==> config.mk <==
export PLATFORM = sky130hd
export DESIGN_NAME = reg_file_sweep_flat
export DESIGN_NICKNAME = d
export VERILOG_FILES = /design/src/rtl/reg_file_sweep_if.sv /design/src/rtl/reg_file_sweep.sv /design/src/flat_wrapper.sv
export SDC_FILE = /design/constraint.sdc
export NUM_CORES = 1
export LEC_CHECK = 0
export BUFFER_PORTS_ARGS = -buffer_cell sky130_fd_sc_hd__buf_2
export CAP_MARGIN = 10
export CORE_MARGIN = 8
export CORE_UTILIZATION = 61
export CTS_CLUSTER_DIAMETER = 120
export DETAILED_ROUTE_END_ITERATION = 7
export PLACE_DENSITY_LB_ADDON = 0.12
export SETUP_SLACK_MARGIN = 0.15
export SYNTH_ARGS = -nofsm -noshare
export SYNTH_HDL_FRONTEND = slang
export SYNTH_SLANG_ARGS = --single-unit
==> constraint.sdc <==
create_clock -name CLK -period 3.15 [get_ports CLK]
set_clock_uncertainty 0.1 [all_clocks]
set_input_delay 0 -clock CLK [delete_from_list [all_inputs] [get_ports CLK]]
set_output_delay 0 -clock CLK [all_outputs]
set_load 0.05 [all_outputs]
==> src/rtl/reg_file_sweep_if.sv <==
// Operand bus between decode and the register file: write port, two read ports, status.
interface reg_file_sweep_if #(
  parameter int W = 16,
  parameter int D = 4
);
  logic         clear;
  logic         write_en;
  logic [D-1:0] waddr;
  logic [W-1:0] data_in;
  logic [D-1:0] raddrA;
  logic [D-1:0] rAddrB;
  logic         imm_sel;
  logic [W-1:0] immValue;
  logic [W-1:0] data_outA;
  logic [W-1:0] data_outB;
  logic         busy;
  logic         wr_drop;

  modport master (
    output clear, write_en, waddr, data_in, raddrA, rAddrB, imm_sel, immValue,
    input  data_outA, data_outB, busy, wr_drop
  );

  modport slave (
    input  clear, write_en, waddr, data_in, raddrA, rAddrB, imm_sel, immValue,
    output data_outA, data_outB, busy, wr_drop
  );
endinterface

==> src/rtl/reg_file_sweep.sv <==
// Parametrised register file: 2 combinational reads, 1 clocked write, FSM clear sweep.
// Optional write-through forwarding when REG_FILE_WR_BYPASS_EN is defined.
module reg_file_sweep #(
  parameter int W = 16,
  parameter int D = 4
) (
  input  logic            CLK,
  input  logic            RST_N,
  reg_file_sweep_if.slave bus
);
  localparam int           DEPTH    = 2 ** D;
  localparam logic [D-1:0] LAST_PTR = D'(DEPTH - 1);

  typedef enum logic {ST_CLEAR, ST_READY} state_e;

  state_e       state_q, state_d;
  logic [D-1:0] sweep_ptr_q, sweep_ptr_d;
  logic         wr_drop_q, wr_drop_d;
  logic         wr_req;
  logic         wr_fire;
  logic [W-1:0] regs_q [DEPTH];

  assign wr_req  = bus.write_en && (bus.waddr != '0);
  assign wr_fire = wr_req && (state_q == ST_READY) && !bus.clear;

  // NOTE: non-blocking assignments in clocked processes so every register
  // samples pre-edge values regardless of process ordering.
  always_ff @(posedge CLK or negedge RST_N) begin
    if (!RST_N) begin
      state_q     <= ST_CLEAR;
      sweep_ptr_q <= '0;
      wr_drop_q   <= 1'b0;
    end else begin
      state_q     <= state_d;
      sweep_ptr_q <= sweep_ptr_d;
      wr_drop_q   <= wr_drop_d;
    end
  end

  // NOTE: the array has no reset; the clear sweep zeroes it, which keeps
  // the storage a plain flop/RAM array without per-bit reset wiring.
  always_ff @(posedge CLK) begin
    if (state_q == ST_CLEAR) begin
      regs_q[sweep_ptr_q] <= '0;
    end else if (wr_fire) begin
      regs_q[bus.waddr] <= bus.data_in;
    end
  end

  // NOTE: every combinational output gets a default first so no latch is inferred.
  always_comb begin
    state_d     = state_q;
    sweep_ptr_d = sweep_ptr_q;
    wr_drop_d   = 1'b0;
    unique case (state_q)
      ST_CLEAR: begin
        wr_drop_d = wr_req;
        if (sweep_ptr_q == LAST_PTR) begin
          state_d     = ST_READY;
          sweep_ptr_d = '0;
        end else begin
          sweep_ptr_d = sweep_ptr_q + D'(1);
        end
      end
      ST_READY: begin
        if (bus.clear) begin
          wr_drop_d   = wr_req;
          state_d     = ST_CLEAR;
          sweep_ptr_d = '0;
        end
      end
      default: state_d = ST_CLEAR;
    endcase
  end

  always_comb begin
    bus.busy      = (state_q == ST_CLEAR);
    bus.wr_drop   = wr_drop_q;
    bus.data_outA = '0;
    bus.data_outB = bus.imm_sel ? bus.immValue : '0;
    if (state_q == ST_READY) begin
      bus.data_outA = regs_q[bus.raddrA];
      if (!bus.imm_sel) bus.data_outB = regs_q[bus.rAddrB];
`ifdef REG_FILE_WR_BYPASS_EN
      // wr_fire already excludes waddr 0 and clear, so register 0 never forwards
      if (wr_fire && (bus.raddrA == bus.waddr)) bus.data_outA = bus.data_in;
      if (wr_fire && !bus.imm_sel && (bus.rAddrB == bus.waddr)) bus.data_outB = bus.data_in;
`endif
    end
  end
endmodule

==> src/flat_wrapper.sv <==
// flat-port wrapper written by rule: the top's interface ports become plain ports
module reg_file_sweep_flat 
#(
  parameter int W = 16,
  parameter int D = 4
)
  (CLK, RST_N, bus_clear, bus_write_en, bus_waddr, bus_data_in, bus_raddrA, bus_rAddrB, bus_imm_sel, bus_immValue, bus_data_outA, bus_data_outB, bus_busy, bus_wr_drop);
  reg_file_sweep_if #(.W(W), .D(D)) bus_i ();
  input  logic CLK;
  input  logic RST_N;
  input wire logic [$bits(bus_i.clear)-1:0] bus_clear;
  input wire logic [$bits(bus_i.write_en)-1:0] bus_write_en;
  input wire logic [$bits(bus_i.waddr)-1:0] bus_waddr;
  input wire logic [$bits(bus_i.data_in)-1:0] bus_data_in;
  input wire logic [$bits(bus_i.raddrA)-1:0] bus_raddrA;
  input wire logic [$bits(bus_i.rAddrB)-1:0] bus_rAddrB;
  input wire logic [$bits(bus_i.imm_sel)-1:0] bus_imm_sel;
  input wire logic [$bits(bus_i.immValue)-1:0] bus_immValue;
  output wire logic [$bits(bus_i.data_outA)-1:0] bus_data_outA;
  output wire logic [$bits(bus_i.data_outB)-1:0] bus_data_outB;
  output wire logic [$bits(bus_i.busy)-1:0] bus_busy;
  output wire logic [$bits(bus_i.wr_drop)-1:0] bus_wr_drop;
  assign bus_i.clear = bus_clear;
  assign bus_i.write_en = bus_write_en;
  assign bus_i.waddr = bus_waddr;
  assign bus_i.data_in = bus_data_in;
  assign bus_i.raddrA = bus_raddrA;
  assign bus_i.rAddrB = bus_rAddrB;
  assign bus_i.imm_sel = bus_imm_sel;
  assign bus_i.immValue = bus_immValue;
  assign bus_data_outA = bus_i.data_outA;
  assign bus_data_outB = bus_i.data_outB;
  assign bus_busy = bus_i.busy;
  assign bus_wr_drop = bus_i.wr_drop;
  reg_file_sweep #(.W(W), .D(D)) u_core (.CLK(CLK), .RST_N(RST_N), .bus(bus_i));
endmodule
Word-level counts from Yosys, hierarchy flattened
Memories as Yosys holds them, arrays and structs flattened.
Cells that the tools add are included.
- memories: 1
- input bits: 49
- word-level logic and storage cells: 33
- register bits: 6
- bits in writable memories: 256
- memory list (name ; words ; bits a word ; rd ports ; clocked after Yosys merged registers in ; wr ports ; line ; source):
    u_core.regs_q ; 16 ; 16 ; 2 ; 0 ; 1 ; reg_file_sweep.sv:21 ; logic [W-1:0] regs_q [DEPTH];
- eq/ne operators: 2
- multiplexer cells: 19
- add/subtract/negate cells: 1
- bitwise gates (word level): 1
- reduce and logical (&&, ||, !) cells: 6
- operators by type and width (operator ; number):
    $mux W16 ; 5
    $reduce_or A16 Y1 ; 1
    $mux W4 ; 3
    $mux W1 ; 8
    $pmux W4 S2 ; 1
    $add A4 B1 Y4 const B ; 1
    $eq A4 B4 Y1 const B ; 1
    $pmux W1 S2 ; 2
    $reduce_bool A4 Y1 ; 1
    $logic_and A1 B1 Y1 ; 3
    $ne A2 B2 Y1 const B ; 1
    $logic_not A1 Y1 ; 1
    $not A1 Y1 ; 1

Depth between registers and ports, before layout
- depth after elaboration: 9
- gate-level depth with buffers: 6
- mapped depth without buffers: 5

Worst setup path after synthesis
Ideal clock, no wire load.
- kind: register to register
- from: register u_core.state_q
- to: memory u_core.regs_q[15][0] (enable)
- clock period less this slack: 2.446 ns
- data arrival time: 1.958 ns
- setup time: 0.388 ns
- path buffers: 0
- cell stages (with the launch flop): 5
- setup slack: 0.704 ns
- cells stage by stage: dfrtp_1 -> inv_1 -> a32o_1 -> a21bo_2 -> nor2_1
- cells in the longest elaborated chain, start to end: 7
- elaborated cells on any way between the ends: 9
- classes of those cells: mux: 6; reduce/logical: 3
- RTL lines (element ; line ; source):
    start: declaration ; reg_file_sweep.sv:16 ; state_e state_q, state_d;
    start signal: assignment ; reg_file_sweep.sv:34 ; state_q <= state_d;
    $logic_and A1 B1 Y1 (2 in a row) ; reg_file_sweep.sv:24 ; assign wr_fire = wr_req && (state_q == ST_READY) && !bus.clear;
    $mux W1 ; reg_file_sweep.sv:45 ; end else if (wr_fire) begin
    $mux W1 ; reg_file_sweep.sv:43 ; if (state_q == ST_CLEAR) begin
    $mux W1 (not written as such) ; reg_file_sweep.sv:46 ; regs_q[bus.waddr] <= bus.data_in;
    $reduce_or A16 Y1 (no source line) ; -- ;
    $mux W4 (no source line) / $mux W1 (equally long branches) ; -- ;
    end: declaration ; reg_file_sweep.sv:21 ;
Several ways; a longest one is shown, not always the timed one.

Worst setup path after layout
- from: register u_core.state_q
- to: output port bus_data_outA[9]
- cells in the longest elaborated chain, start to end: 1
- RTL lines (element ; line ; source):
    $mux W16 ; reg_file_sweep.sv:81 ; if (state_q == ST_READY) begin
    end: declaration ; flat_wrapper.sv:19 ; output wire logic [$bits(bus_i.data_outA)-1:0] bus_data_outA;
No other way between the ends.

==> flow_summary.yaml <==
finish:
  seqCellArea_um2: 7840
  drive_gt1_frac: 0.269
  multiInputGateArea_um2: 4490
  area_growth_pct: 13.8
  n_antenna_cell: 0
  finalNetCount: 926
  num-fill-cells: 1270
setup_path:
  max_stage_delay_ns: 0.61
  cp_data_arrival_time_ns: 2.59
  r2r-start: "u_core.state_q$_DFF_PN0_"
  cp_max_fo: 14
  setup.worst_path.start: "u_core.state_q$_DFF_PN0_"
  r2r_slack_ns: 0.68
  worstPathCellList: "buf_4, nand2b_1, o22ai_1, buf_2"
  endpoint_kind: "output pin"
  reg2reg_depth: 4
  worst-setup-path-type: "reg2out"
  startpoint_type: "register"
  r2r_end: "u_core.regs_q[7][8]$_DFFE_PP_"
  endpoint: "bus_data_outA[9]"
  required_ns: 3.05
  cpMaxStageDelayCell: "nand2b_1"
grt:
  grt_max_degree: 64
  grt_pass1_vias: 8672
  grt_pass1_wl_mm: 51.7
  antenna_found_initial: 0
  grt_overflow: 0
  gr-usage-all-layers: 0.266
  use_met3: 0.0332
  gr-usage-met1: 0.345
  grt_most_used_layer: "met2"
  grt_use_met2: 0.440
clocking:
  cts_buffers: 26
  insertion_delay_ns: 0.51
  cts_hold_buffers: 8
  cts_tree: "built"
  cts_max_level: 1
  cts-root-buf: "clkbuf_16"
  cts.clk_slew.worst_paths_ns: 0.07
  cts_resized: 0
  cts_setup_buffers: 0
  cts_num_sinks: 262
  cts.path.max_buffers: 3
flow_run:
  cap_violations: 0
logic_synthesis:
  ys_warn_count: 0
  synthTopCellsByArea: "edfxtp_1, mux2i_1, mux4_2"
  synth_top_area_share: 0.610
  synth_area_per_cell_um2: 16.2
  syn_nets: 830
  synth_ff_type: "edfxtp_1"
  ys_ff_latch: 262
  syn-cell-area_um2: 12600
  synth.distinct_cells: 43
  ys_seq_area_frac: 0.622
  synth_edf_count: 256
  synth_top_area_cell: "edfxtp_1"
  async_flop_share: 0.0229
  syn_inst: 780
timing:
  finalHoldViolCount: 3
  tns_ns: 0
  tightest_slew_ns: 1.22
  finalCritPeriodShare: 0.853
  fin_worst_hold_slack_ns: -0.00334
  setup_viol: 0
  grt_setup_unrepaired: "false"
  max_slew_margin: 0.190
  slew_viol_final: 0
  period_minus_slack_ns: 2.69
  fmax_ghz: 0.372
power_and_ir_drop:
  p_sw_frac: 0.300
  p_int_w: 0.00730
  finalPower_w: 0.0104
  p_comb_frac: 0.225
  powerDensity_nw_per_um2: 727
  p_leak_nw: 5.17
  vdd_ir_drop_max_mv: 0.552
  seqPwrFrac: 0.482
  clkPwrFrac: 0.293
  p_switching_w: 0.00313
die:
  die_h_um: 160
  start_util: 0.623
  io-pin-count: 83
  dieArea_um2: 25500
  rows: 52
  core_area_um2: 20200
  fp.dieW_um: 160
place:
  gp_congestion: 0.866
  dp.final_hpwl_mm: 20.9
  io_buffers: 82
detailed_routing:
  dr.pass1.iters: 5
  ant_nets: 0
  drc_errors: 0
  wirelength_mm: 34.3
  vias_per_cell: 7.03
  drtIter0Drc: 887
  num_vias: 8194
  wl_per_cell_um: 29.4
min_path:
  hp-class: "in2reg"
status:
  status: "complete, but fails checks"
  violations: "hold timing"
placed cells by master (no fill, tap or decap), types with 19 or more instances in the layout:
master	n
clkbuf_16	27
a22oi_1	48
mux2i_1	160
mux4_2	62
nand3_1	19
a21oi_1	19
buf_2	80
o22ai_1	19
buf_4	33
edfxtp_1	256
nand2_1	38
synth_stat cells, types with 3 or more instances:
master	number
dfrtp_1	6
nand2_1	38
buf_2	25
nor2_1	23
a32oi_1	17
nand2b_1	4
mux2i_1	160
inv_1	4
and3_1	16
o22ai_1	19
nand3_1	19
buf_4	4
clkbuf_1	21
a22oi_1	48
edfxtp_1	256
buf_6	6
o21ai_0	3
mux4_2	62
a21oi_1	19
worst min-delay path by stage:
stage | depth (start not counted) | to | slack, ns | startpoint
floorplan | 0 | u_core.bus.wr_drop$_DFF_PN0_ | -0.40 | RST_N
global placement | 1 | u_core.sweep_ptr_q[2]$_DFFE_PN0P_ | -0.27 | RST_N
detailed placement | 1 | u_core.sweep_ptr_q[2]$_DFFE_PN0P_ | -0.27 | RST_N
CTS | 2 | u_core.regs_q[8][1]$_DFFE_PP_ | 0.01 | bus_data_in[1]
global route | 2 | u_core.regs_q[2][15]$_DFFE_PP_ | 0.05 | bus_data_in[15]
finish | 2 | u_core.regs_q[8][1]$_DFFE_PP_ | -0.003 | bus_data_in[1]
through the flow:
stage | std cells | utilization | setup WS, ns | instance area (µm²)
2_1_floorplan | 780 | - | 0.704 | 12600
3_3_place_gp | 1110 | 0.663 | 0.815 | 13400
3_5_place_dp | 1110 | 0.663 | 0.698 | 13400
4_1_cts | 1165 | 0.709 | 0.567 | 14300
5_1_grt | 1165 | 0.709 | 0.442 | 14300
6_report | 1165 | 0.709 | 0.464 | 14300
critical path: cells and delay by family, from the launching register on:
kind            cells  cell delay, ns
buf+inv             2            0.53
simple gates        1            0.61
compound gates      1            0.49
flops               1            0.43
state kept, by name, summed over array words and instances (netlist names):
name / cells
u_core.bus.wr_drop: 1
u_core.regs_q: 256
u_core.state_q: 1
u_core.sweep_ptr_q: 4
layer usage:
layer,wire length [µm],share of wire
met5,0,0
met4,1530,0.045
met3,3050,0.089
met2,16700,0.49
met1,13000,0.38
cells by family (layout without fill, tap and decap cells):
kind of cell | after synthesis | after routing | synth area share
compound gates | 121 | 121 | 0.0702
flops | 262 | 262 | 0.622
buf+inv | 62 | 177 | 0.0258
simple gates | 109 | 109 | 0.0410
fa+ha+maj | 1 | 1 | 0.000992
xor+xnor | 1 | 1 | 0.000695
mux | 224 | 224 | 0.240
cell type report:
type | count | share of cell area
Sequential cell | 262 | 0.546
Multi-Input combinational cell | 456 | 0.313
Timing Repair Buffer | 126 | 0.0571
Clock buffer | 37 | 0.0525
Tap cell | 270 | 0.0235
Clock inverter | 10 | 0.00645
Inverter | 4 | 0.00105
power by group through the flow:
| stage | clock (W) | combinational [W] | sequential, W |
|---|---|---|---|
| 2_1_floorplan | 0 | 0.00152 | 0.00493 |
| 3_3_place_gp | 0 | 0.00226 | 0.00500 |
| 3_5_place_dp | 0 | 0.00232 | 0.00506 |
| 4_1_cts | 0.00307 | 0.00234 | 0.00500 |
| 5_1_grt | 0.00320 | 0.00247 | 0.00508 |
| 6_report | 0.00305 | 0.00235 | 0.00503 |
No activity file was read; power rests on OpenSTA's default activity.
